### src/rtl/hs_mailbox_pkg.sv
// Shared types and helpers for the hs_mailbox_mux mailbox and its arbiter.
package hs_mailbox_pkg;

  // Output-stage occupancy: EMPTY means no word is presented, FULL means valid_o is high.
  typedef enum logic {
    EMPTY = 1'b0,
    FULL  = 1'b1
  } out_state_e;

  // Width of a channel index.
  function automatic int CH_W(input int channels);
    return $clog2(channels);
  endfunction

endpackage

### src/rtl/hs_mailbox_mux_rr_arbiter.sv
// Combinational round-robin arbiter: scans req starting at ptr, wrapping after N-1,
// and returns a one-hot grant plus the grant index. The pointer lives in the parent.
module rr_arbiter
  import hs_mailbox_pkg::*;
#(
  parameter int N = 4
) (
  input  logic [N-1:0]         req,
  input  logic [CH_W(N)-1:0]   ptr,
  output logic [N-1:0]         gnt,
  output logic [CH_W(N)-1:0]   idx
);

  localparam int W = CH_W(N);

  logic          found_s;
  logic [W-1:0]  cand_s;

  // First requester at or after ptr (modulo N) wins.
  always_comb begin
    gnt     = {N{1'b0}};
    idx     = {W{1'b0}};
    found_s = 1'b0;
    cand_s  = ptr;
    for (int k = 0; k < N; k++) begin
      cand_s = W'((int'(ptr) + k) % N);
      if (!found_s && req[cand_s]) begin
        found_s     = 1'b1;
        gnt[cand_s] = 1'b1;
        idx         = cand_s;
      end else begin
        found_s = found_s;
      end
    end
  end

endmodule

### src/rtl/hs_mailbox_mux.sv
// Multi-channel mailbox: one holding register per producer, merged onto a single
// valid/ready stream by a round-robin arbiter. Optional sticky overrun flags are
// built when HS_MAILBOX_OVERRUN_EN is defined.
module hs_mailbox_mux
  import hs_mailbox_pkg::*;
#(
  parameter int WIDTH    = 8,
  parameter int CHANNELS = 4
) (
  input  logic                        clk,
  input  logic                        rst,
  input  logic [CHANNELS*WIDTH-1:0]   data_i,
  input  logic [CHANNELS-1:0]         new_data_i,
  output logic [CHANNELS-1:0]         busy_o,
  output logic [WIDTH-1:0]            data_o,
  output logic [CH_W(CHANNELS)-1:0]   ch_o,
  output logic                        valid_o,
  input  logic                        ready_i
`ifdef HS_MAILBOX_OVERRUN_EN
  ,
  output logic [CHANNELS-1:0]         overrun_o
`endif
);

  localparam int CW = CH_W(CHANNELS);

  out_state_e            state_r;
  logic [CHANNELS-1:0]   pending_r;
  logic [WIDTH-1:0]      hold_r [CHANNELS];
  logic [WIDTH-1:0]      data_r;
  logic [CW-1:0]         ch_r;
  logic [CW-1:0]         ptr_r;

  logic [CHANNELS-1:0]   busy_s;
  logic [CHANNELS-1:0]   capture_s;
  logic [CHANNELS-1:0]   gnt_s;
  logic [CHANNELS-1:0]   clear_s;
  logic [CW-1:0]         gidx_s;
  logic [CW-1:0]         next_ptr_s;
  logic                  any_s;
  logic                  load_s;

  rr_arbiter #(.N(CHANNELS)) u_arb (
    .req (pending_r),
    .ptr (ptr_r),
    .gnt (gnt_s),
    .idx (gidx_s)
  );

  // A channel is busy while its word is held or sitting in the output stage.
  always_comb begin
    busy_s = pending_r;
    for (int c = 0; c < CHANNELS; c++) begin
      if ((state_r == FULL) && (ch_r == CW'(c))) begin
        busy_s[c] = 1'b1;
      end else begin
        busy_s[c] = pending_r[c];
      end
    end
  end

  // Pointer advances past the granted channel, wrapping to 0.
  always_comb begin
    if (gidx_s == CW'(CHANNELS - 1)) begin
      next_ptr_s = {CW{1'b0}};
    end else begin
      next_ptr_s = gidx_s + CW'(1);
    end
  end

  assign any_s     = |pending_r;
  assign load_s    = ((state_r == EMPTY) || ready_i) && any_s;
  assign capture_s = new_data_i & ~busy_s;
  assign clear_s   = load_s ? gnt_s : {CHANNELS{1'b0}};

  // Holding registers: capture on a strobe to an idle channel, release on load.
  always_ff @(posedge clk) begin
    if (rst) begin
      pending_r <= {CHANNELS{1'b0}};
      for (int c = 0; c < CHANNELS; c++) begin
        hold_r[c] <= {WIDTH{1'b0}};
      end
    end else begin
      pending_r <= (pending_r & ~clear_s) | capture_s;
      for (int c = 0; c < CHANNELS; c++) begin
        if (capture_s[c]) begin
          hold_r[c] <= data_i[c*WIDTH +: WIDTH];
        end
      end
    end
  end

  // Output stage: load the granted word when empty or on accept, else hold steady.
  always_ff @(posedge clk) begin
    if (rst) begin
      state_r <= EMPTY;
      data_r  <= {WIDTH{1'b0}};
      ch_r    <= {CW{1'b0}};
      ptr_r   <= {CW{1'b0}};
    end else begin
      case (state_r)
        EMPTY: begin
          if (load_s) begin
            state_r <= FULL;
            data_r  <= hold_r[gidx_s];
            ch_r    <= gidx_s;
            ptr_r   <= next_ptr_s;
          end
        end
        FULL: begin
          if (load_s) begin
            data_r <= hold_r[gidx_s];
            ch_r   <= gidx_s;
            ptr_r  <= next_ptr_s;
          end else if (ready_i) begin
            state_r <= EMPTY;
          end
        end
        default: begin
          state_r <= EMPTY;
        end
      endcase
    end
  end

  assign busy_o  = busy_s;
  assign data_o  = data_r;
  assign ch_o    = ch_r;
  assign valid_o = (state_r == FULL);

`ifdef HS_MAILBOX_OVERRUN_EN
  logic [CHANNELS-1:0] overrun_r;

  // Sticky record of strobes that arrived while their channel was busy.
  always_ff @(posedge clk) begin
    if (rst) begin
      overrun_r <= {CHANNELS{1'b0}};
    end else begin
      overrun_r <= overrun_r | (new_data_i & busy_s);
    end
  end

  assign overrun_o = overrun_r;
`endif

endmodule

### config.mk
export PLATFORM = sky130hd
export DESIGN_NAME = hs_mailbox_mux
export DESIGN_NICKNAME = d
export VERILOG_FILES = /design/src/rtl/hs_mailbox_pkg.sv /design/src/rtl/hs_mailbox_mux_rr_arbiter.sv /design/src/rtl/hs_mailbox_mux.sv
export SDC_FILE = /design/constraint.sdc
export NUM_CORES = 1
export LEC_CHECK = 0
export BUFFER_PORTS_ARGS = -buffer_cell sky130_fd_sc_hd__buf_4
export CAP_MARGIN = 20
export CORE_UTILIZATION = 51
export CTS_BUF_LIST = sky130_fd_sc_hd__clkbuf_8
export DETAILED_ROUTE_END_ITERATION = 6
export MAX_ROUTING_LAYER = met4
export PLACE_DENSITY = 0.78
export SYNTH_ARGS = -nofsm -noshare
export SYNTH_HDL_FRONTEND = slang
export SYNTH_SLANG_ARGS = --single-unit
### constraint.sdc
create_clock -name clk -period 2.6 [get_ports clk]
set_input_delay 0.26 -clock clk [delete_from_list [all_inputs] [get_ports clk]]
set_output_delay 0.26 -clock clk [all_outputs]
set_load 0.01 [all_outputs]
==> results of run 1 <==
## power by group through the flow
stage,combinational (mW),sequential (mW),clock [mW]
3_3_place_gp,1.73,1.22,0
4_1_cts,1.79,1.20,0.553
6_report,1.78,1.20,0.554
3_5_place_dp,1.78,1.22,0
5_1_grt,1.97,1.23,0.590
2_1_floorplan,1.26,1.21,0
## cell families (layout without fill, tap and decap cells)
kind of cell             after synthesis  after routing
AND/OR/NAND/NOR                       86             86
AO/OA/AOI/OAI                         65             65
flip-flops                            49             49
buffers and inverters                 26             83
multiplexers                          13             13
adder cells (fa/ha/maj)                7              7
XOR/XNOR                               1              1
## flip-flops by register name, summed over array words and instances (netlist names)
register and cells:
hold_r 32, data_o 8, ptr_r 2, valid_o 1, ch_o 2, pending_r 4
## placed cells by master, fill, tap and decap left out, types with 2 or more instances in the layout
cell type / instances
or3_1: 2
mux4_2: 3
a21bo_1: 8
inv_1: 10
buf_4: 63
ha_1: 7
a221o_1: 4
nor2_1: 13
nand2b_1: 5
edfxtp_1: 32
a311oi_1: 4
a31oi_1: 6
o21ai_1: 12
a22oi_1: 4
dfxtp_1: 16
a21oi_1: 7
nand2_1: 15
o211ai_1: 8
mux2i_1: 9
nor3_1: 2
a211oi_1: 2
nor4b_1: 2
clkbuf_8: 5
and2_1: 32
nand3_1: 8
## metrics by stage
stage / setup WS [ns] / power, mW / instances
finish: 0.200 / 3.54 / 374
detailed placement: 0.214 / 3.00 / 366
CTS: 0.200 / 3.54 / 374
global placement: 0.270 / 2.95 / 366
floorplan: 0.0107 / 2.47 / 247
global route: 0.0486 / 3.79 / 374
## cell type report
| cell class | count | area, µm² |
|---|---|---|
| clock inverter | 3 | 43.8 |
| clock buffer | 5 | 68.8 |
| timing repair buffer | 63 | 473 |
| inverter | 12 | 45.0 |
| fill | 427 | 1810 |
| tap | 70 | 87.6 |
| multi-input combinational | 172 | 1250 |
| sequential | 49 | 1300 |
## worst max-delay path by stage
| stage | cells after the start | end | slack (ns) |
|---|---|---|---|
| detailed placement | 8 | data_o[6] | 0.21 |
| floorplan | 12 | data_o[0] | 0.01 |
| finish | 8 | data_o[6] | 0.20 |
| global route | 10 | data_o[2] | 0.05 |
| global placement | 8 | data_o[2] | 0.27 |
| CTS | 8 | data_o[0] | 0.20 |
## layer usage
metal,track usage,share of wire,routed length [µm]
met1,0.275,0.42,2370
met2,0.383,0.52,2920
met3,0.0352,0.034,192
met4,0.0839,0.018,99
met5,-,0,0
==> flow_summary_export.csv, run 1 <==
group,metric,value,unit
clock_network,holdBufCountCts,0,
synth,muxShareOfSynthArea,0.0629,
die,coreArea,5070,µm²
worst_setup_path,worst-setup-path-type,"flop to flop",
run_status,status,"completed",
synth,synthCells,247,
timing,tightest_slew,0.544,ns
worst_setup_path,cp_slowest_stage_delay,0.50,ns
hold_path,whs_endpoint,"hold_r[2][3]",
final_layout,fin_util,0.644,
route,via_per_inst,5.52,
die,die_x,74.6,µm
synth,ys_seq_elements,49,
timing,setup_viol,0,
synth,synthesis.nets,293,
route,wl_per_cell,14.9,µm
worst_setup_path,critPathLaunch,"ptr_r[1]",
worst_setup_path,worstPathArrival,2.63,ns
clock_network,cts_buffer_depth,2,
route,first_pass_iters,4,
worst_setup_path,rrSetupSlack,0.20,ns
synth,netlist.area_leader.share,0.358,
pwr,p_sw,1.39,mW
synth,synth_area_leaders,"edfxtp_1, dfxtp_1, and2_1",
clock_network,cts_made_buffers,5,
route,first_iter_violations,129,
synth,synth_top_family_by_area,"simple AND/OR/NAND/NOR gates",
synth,synth_enable_flop_cells,32,
clock_network,cts_tree,"built",
pwr,p_clk_frac,0.157,
die,num_rows,26,
synth,synthAdderAreaFrac,0.0326,
pwr,peakVddDrop,0.543,mV
final_layout,area_growth,21.7,%
pwr,p_sw_frac,0.394,
timing,slew_headroom,0.636,
hold_path,min_from,"data_i[19]",
placement,portBuffers,53,
die,start_util,0.529,
synth,avgSynthCellArea,10.9,µm²
final_layout,drive_gt1_frac,0.273,
route,num_vias,2064,
synth,yosys.area_share.simple,0.185,
route,routed_wl,5570,µm
grt,overflow,0,
die,die_area,5560,µm²
worst_setup_path,crit_family,"simple AND/OR/NAND/NOR gates",
synth,synth_area_leader_cell,"edfxtp_1",
grt,grt_max_degree,21,
worst_setup_path,critical_path.reg2reg.startpoint,"ptr_r[1]",
worst_setup_path,cp_max_fo,8,
clock_network,clock_sinks,49,
synth,synth.yosys.warnings,0,
die,ioPinCount,54,
pwr,p_int,2.14,mW
final_layout,final_cell_area,3270,µm²
timing,max_freq,417,MHz
clock_network,cts_resized,0,
placement,hpwl,4170,µm
timing,fin_crit_sh,0.923,
final_layout,final_nets,349,
synth,synth_compound_area_frac,0.181,
grt,grtUsageTotal,0.227,
worst_setup_path,cp_num_buf_inv,1,
pwr,p_leak,1.36,nW
placement,placed_area,3160,µm²
clock_network,post_cts_buffers,0,
pwr,power_frac_seq,0.340,
timing,period_needed,2.40,ns
route,drc,0,
worst_setup_path,endpoint_kind,"flop",
job,max-cap-violations,0,
grt,grt_pass1_vias,2003,
worst_setup_path,crit_required,2.83,ns
timing,slew_violations,0,
timing,clock_skew,0.0107,ns
clock_network,clk_latency,0.30,ns
timing,rsz0062_at_grt,"no",
grt,antenna_found_initial,0,
worst_setup_path,crit_chain,"inv_1 > ha_1 > or3b_1 > o22a_1 > o21ai_2 > a21oi_2 > or3_1 > o211ai_1",
hold_path,hold_class,"input port to flop",
clock_network,root_buffer,"clkbuf_8",
hold_path,hold_depth,2,
synth,synth-main-ff-cell,"edfxtp_1",
die,dieHeight,74.6,µm
route,antenna_left,0,
synth,synth_commonest_cells,"and2_1, edfxtp_1, dfxtp_1",
grt,grt_pass1_wl,9110,µm
worst_setup_path,r2r_cells,8,
timing,whs,0.229,ns
timing,hold_viol,0,
worst_setup_path,crit_path_start_kind,"flop",
clock_network,htreeDepth,2,
timing,setup_tns,0,ns
pwr,power_per_cell_area,1080,nW/µm²
final_layout,antenna_cells,0,
synth,synth_cell_type_count,48,
synth,synth_xor_area_frac,0.00326,
synth,synthesis.area,2690,µm²
placement,gp_congestion,0.846,
worst_setup_path,r2r-end,"data_o[6]",
worst_setup_path,cp_slowest_cell,"or3_1",
synth,synth-seq-area-share,0.485,
clock_network,clk_pin_slew,0.10,ns
synth,async_reset_ff_frac,0,
pwr,p_comb_frac,0.503,
No activity file was read; power rests on OpenSTA's default activity.
==> run 2, diff against run 1 <==
Settings changed: CORE_ASPECT_RATIO set to 0.75, CORE_MARGIN set to 8.
==> run 2 against run 1 <==
Compared with the run above:
- register-to-register slack about the same
- via count decreased by 1.8%
- fmax about the same
- design area increased by 0.15%
- count of clock-buffer cells in the layout unchanged
- critical endpoint is now data_o[7]
==> flow_summary_export.csv, run 2 (same netlist as run 1, synthesis figures left out) <==
group,metric,value,unit
route,via_per_inst,5.36,
die,die_x,99.8,µm
grt,grt-busiest-layer,"met2",
worst_setup_path,cp_num_buf_inv,2,
grt,grtUsageTotal,0.168,
grt,grt_max_degree,21,
pwr,peakVddDrop,0.510,mV
final_layout,drive_gt1_frac,0.274,
pwr,power_per_cell_area,1090,nW/µm²
worst_setup_path,worstPathArrival,2.59,ns
worst_setup_path,crit_family,"multiplexers",
pwr,p_leak,1.36,nW
worst_setup_path,rrSetupSlack,0.20,ns
timing,max_freq,417,MHz
final_layout,nFillCells,421,
timing,slew_headroom,0.646,
grt,met3_usage,0.0515,
hold_path,hold_class,"input port to flop",
final_layout,max_flop_register,"hold_r",
route,first_pass_iters,4,
route,routed_wl,6090,µm
route,drc,0,
timing,setup_viol,0,
timing,hold_viol,0,
placement,gp_congestion,0.866,
timing,period_needed,2.40,ns
worst_setup_path,cp_slowest_cell,"ha_2",
timing,setup_tns,0,ns
worst_setup_path,crit_chain,"inv_1 > ha_2 > mux4_2 > o21ba_1 > nor3_4 > buf_4 > nor2_8 > mux2i_1 > o211ai_1",
route,first_iter_violations,119,
timing,tightest_slew,0.530,ns
placement,portBuffers,53,
grt,antenna_found_initial,0,
timing,slew_violations,0,
worst_setup_path,worst-setup-path-type,"flop to flop",
worst_setup_path,cp_slowest_stage_delay,0.40,ns
final_layout,area_growth,21.9,%
clock_network,cts_made_buffers,5,
worst_setup_path,crit_path_end,"data_o[7]",
route,wl_per_cell,16.1,µm
grt,use_met1,0.211,
die,dieHeight,78.8,µm
clock_network,clock_sinks,49,
worst_setup_path,r2r_cells,9,
timing,clock_skew,0.00773,ns
worst_setup_path,path_depth,9,
die,start_util,0.515,
route,antenna_left,0,
final_layout,antenna_cells,0,
grt,overflow,0,
grt,grt_pass1_vias,2101,
clock_network,cts_buffer_depth,2,
final_layout,mostFrequentLayoutCell,"buf_4",
route,num_vias,2027,
final_layout,final_cell_mix,"buf_4, and2_1, edfxtp_1",
placement,placed_area,3150,µm²
clock_network,clk_latency,0.31,ns
grt,grt_pass1_wl,10100,µm
die,num_rows,23,
worst_setup_path,r2r-end,"data_o[7]",
final_layout,largest_register_ffs,32,
worst_setup_path,crit_required,2.79,ns
placement,dpl.cell_count,369,
clock_network,cts_tree,"built",
run_status,status,"completed",
die,die_area,7870,µm²
worst_setup_path,crit_path_start_kind,"flop",
clock_network,root_buffer,"clkbuf_8",
job,max-cap-violations,0,
timing,rsz0062_at_grt,"no",
worst_setup_path,endpoint_kind,"flop",
placement,hpwl,4530,µm
final_layout,stdcell_count,378,
clock_network,htreeDepth,2,
grt,global_route.usage.met2,0.241,
final_layout,final_cell_area,3270,µm²
die,coreArea,5210,µm²
final_layout,final_nets,348,
clock_network,clk_pin_slew,0.10,ns
worst_setup_path,critical_path.reg2reg.startpoint,"ptr_r[1]",
die,ioPinCount,54,
worst_setup_path,critPathLaunch,"ptr_r[1]",
timing,fin_crit_sh,0.923,
worst_setup_path,cp_max_fo,10,
==> run 2: routing by layer <==
metal / wire length, µm / part of all wire
met5: 0 / 0
met4: 138 / 0.023
met3: 475 / 0.078
met2: 2720 / 0.45
met1: 2760 / 0.45
==> run 2: how the worst min path moves through the flow <==
stage | startpoint | end | depth (start not counted)
after floorplan | ready_i | valid_o | 2
after global placement | data_o[6] | data_o[6] | 2
after detailed placement | data_o[1] | data_o[1] | 2
after CTS | data_i[15] | hold_r[1][7] | 2
after global routing | data_i[5] | hold_r[0][5] | 2
final | data_i[15] | hold_r[1][7] | 2
==> run 2: area by class of cell <==
type | instances | area, µm² | area share
clock buffer | 5 | 68.8 | 0.0210
clock inverter | 3 | 42.5 | 0.0130
inverter | 12 | 45.0 | 0.0138
tap | 75 | 93.8 | 0.0287
multi-input combinational | 172 | 1250 | 0.383
timing repair buffer | 62 | 465 | 0.142
sequential | 49 | 1300 | 0.398
==> run 2: metrics by stage <==
stage / setup WS [ns] / hold slack (ns) / utilization / total power [mW]
after global placement: 0.217 / 0.471 / 0.604 / 2.93
after global routing: 0.0466 / 0.203 / 0.628 / 3.81
after detailed placement: 0.127 / 0.482 / 0.604 / 2.97
after CTS: 0.0668 / 0.211 / 0.626 / 3.54
after floorplan: 0.0107 / 0.458 / - / 2.47
final: 0.200 / 0.219 / 0.628 / 3.57
==> run 2: what timing repair did <==
item / 4_1_cts / 5_1_grt
hold buffers: 0 / 0
setup buffers: 0 / 1
gates resized for setup: 0 / 2
hold endpoints to repair: 0 / 0
setup endpoints to repair: 0 / 5
==> run 2: power by group <==
| part | internal, mW | switching [mW] |
|---|---|---|
| registers | 1.06 | 0.148 |
| clock network | 0.287 | 0.274 |
| logic | 0.804 | 1.00 |
| total | 2.15 | 1.42 |
==> run 2: worst register-to-register path, cell delays in order, from the launching register on <==
cell and delay (ns):
dfxtp_1 0.34, inv_1 0.07, ha_2 0.40, mux4_2 0.37, o21ba_1 0.30, nor3_4 0.04
buf_4 0.19, nor2_8 0.21, mux2i_1 0.24, o211ai_1 0.11
==> run 3, diff against run 2 <==
Settings changed: ABC_AREA set to 1, CORE_UTILIZATION 51 to 52.
==> run 3 against run 2 <==
Compared with the run above:
- sequential cell count unchanged
- via count up 27%
- clock skew up 0.0019 ns
- synthesized cell count increased by 52%
- first-iteration DRC count rose by 74%
- critical path type unchanged
- largest cell class unchanged
- highest routed layer unchanged
==> flow_summary_export.csv, run 3 <==
group,metric,value,unit
clock_network,root_buffer,"clkbuf_8",
die,start_util,0.528,
timing,hold_viol,0,
pwr,power,4.32,mW
clock_network,cts_buffer_depth,2,
synth,synth_enable_flop_cells,32,
timing,clock_skew,0.00965,ns
die,ioPinCount,54,
timing,setup_tns,0,ns
timing,fin_crit_sh,0.914,
final_layout,drive_gt1_frac,0.232,
synth,synth-main-ff-cell,"edfxtp_1",
placement,post-place-ws,0.188,ns
route,drc,0,
worst_setup_path,crit_family,"simple AND/OR/NAND/NOR gates",
die,coreArea,5680,µm²
hold_path,min_from,"rst",
pwr,peakVddDrop,0.554,mV
final_layout,final_cell_mix,"inv_1, nand3_1, buf_4",
clock_network,holdBufCountCts,0,
worst_setup_path,crit_chain,"inv_8 > ha_1 > inv_1 > nand2_2 > nand2_4 > nor2_8 > nand4_4 > nand2_8 > nand2_1 > nand3_1 > nand3_1 > nand2_1 > inv_1",
route,wl_per_cell,13.9,µm
worst_setup_path,worst-setup-path-type,"flop to flop",
final_layout,mostFrequentLayoutCell,"inv_1",
route,antenna_left,0,
clock_network,htreeDepth,2,
synth,synth_commonest_cells,"inv_1, nand3_1, nor2_1",
grt,grt_pass1_wl,11700,µm
hold_path,hold_depth,2,
clock_network,post_cts_buffers,0,
synth,async_reset_ff_frac,0,
route,via_per_inst,5.04,
grt,grt_pass1_vias,2432,
final_layout,antenna_cells,0,
placement,gp_congestion,0.916,
worst_setup_path,cp_slowest_stage_delay,0.44,ns
timing,worst_slack,0.224,ns
final_layout,max_flop_register,"hold_r",
timing,rsz0062_at_grt,"no",
worst_setup_path,r2r-end,"data_o[0]",
hold_path,hold_class,"input port to flop",
synth,synthCells,376,
placement,dpl.cell_count,501,
clock_network,clock_sinks,49,
worst_setup_path,endpoint_kind,"flop",
worst_setup_path,cp_max_fo,18,
synth,synthesis.nets,422,
grt,grt_max_degree,19,
clock_network,cts_made_buffers,5,
synth,synth-seq-area-share,0.434,
final_layout,nFillCells,496,
synth,synth_area_leaders,"edfxtp_1, dfxtp_1, nand3_1",
grt,antenna_found_initial,0,
die,die_area,8470,µm²
pwr,power_per_cell_area,1230,nW/µm²
run_status,status,"completed",
worst_setup_path,crit_path_start_kind,"flop",
final_layout,final_nets,476,
final_layout,largest_register_ffs,32,
job,max-cap-violations,0,
timing,setup_viol,0,
synth,ys_seq_elements,49,
timing,slew_violations,0,
synth,avgSynthCellArea,7.97,µm²
placement,hpwl,5580,µm
timing,tightest_slew,0.489,ns
grt,overflow,0,
placement,portBuffers,53,
synth,synthesis.area,3000,µm²
synth,synth_cell_type_count,34,
route,num_vias,2567,
grt,grtUsageTotal,0.173,
synth,netlist.area_leader.share,0.321,
timing,period_needed,2.38,ns
clock_network,clk_pin_slew,0.09,ns
pwr,p_leak,1.85,nW
worst_setup_path,worstPathArrival,2.59,ns
clock_network,cts_tree,"built",
worst_setup_path,cp_num_buf_inv,3,
worst_setup_path,r2r_cells,13,
timing,slew_headroom,0.673,
die,die_x,104,µm
hold_path,whs_endpoint,"ptr_r[0]",
worst_setup_path,critical_path.reg2reg.startpoint,"ptr_r[0]",
route,first_pass_iters,5,
synth,synth.yosys.warnings,0,
die,num_rows,24,
die,dieHeight,81.7,µm
final_layout,stdcell_count,509,
worst_setup_path,cp_slowest_cell,"dfxtp_1",
route,routed_wl,7080,µm
timing,max_freq,421,MHz
synth,synth_area_leader_cell,"edfxtp_1",
clock_network,clk_latency,0.30,ns
synth,synth_most_common_cell,"inv_1",
final_layout,area_growth,17.3,%
worst_setup_path,crit_required,2.81,ns
route,first_iter_violations,207,
worst_setup_path,rrSetupSlack,0.22,ns
-- run 3: changes by cell type after synthesis, sizes merged, moves of 32 or more --
cell and change:
and2 -32, inv +78, nor2 +40, nand2 +59, nand3 +60
-- run 3: worst max path at each step --
stage,from,endpoint,slack (ns),cells past startpoint
floorplan,ptr_r[1],data_o[7],0.44,16
global placement,ptr_r[0],data_o[0],0.33,15
detailed placement,ptr_r[0],data_o[0],0.19,15
CTS,ptr_r[0],data_o[0],0.17,15
global route,ptr_r[0],data_o[5],0.002,14
finish,ptr_r[0],data_o[0],0.22,13
-- run 3: power breakdown --
| part | internal (mW) | total, mW | leakage (nW) | switching [mW] |
|---|---|---|---|---|
| Sequential | 1.04 | 1.16 | 0.486 | 0.126 |
| Combinational | 0.931 | 2.72 | 1.31 | 1.79 |
| Clock | 0.188 | 0.441 | 0.0497 | 0.253 |
| Total | 2.15 | 4.32 | 1.85 | 2.17 |
-- run 3: cell families after synthesis --
group	share of synthesized area
AND/OR/NAND/NOR	0.357
buffers and inverters	0.149
flip-flops	0.434
AO/OA/AOI/OAI	0.0296
adder cells (fa/ha/maj)	0.0292
-- run 3: metal layers --
layer	track usage	up-vias	part of all wire
li1	-	1283	-
met3	0.0368	9	0.075
met4	0.0432	0	0.012
met1	0.232	1152	0.47
met5	-	-	0
met2	0.264	123	0.44
-- run 3: timing repair --
action | CTS | global route
endpoints found under the setup margin | 0 | 6
gates resized for setup | 0 | 1
endpoints found under the hold margin | 0 | 0
-- run 3: layout make-up --
class | count | area, µm² | share of cell area
Sequential cell | 49 | 1300 | 0.370
Multi-Input combinational cell | 227 | 1260 | 0.357
Timing Repair Buffer | 56 | 420 | 0.120
Inverter | 91 | 354 | 0.101
Tap cell | 78 | 97.6 | 0.0278
Clock buffer | 5 | 68.8 | 0.0196
Clock inverter | 3 | 17.5 | 0.00498
-- run 3: stage by stage --
step           instance area, µm²  utilization  hold slack [ns]
3_3_place_gp                 3420        0.603            0.519
6_report                     3520        0.619            0.236
2_1_floorplan                3000            -            0.445
4_1_cts                      3510        0.618            0.231
5_1_grt                      3520        0.619            0.241
3_5_place_dp                 3420        0.603            0.525
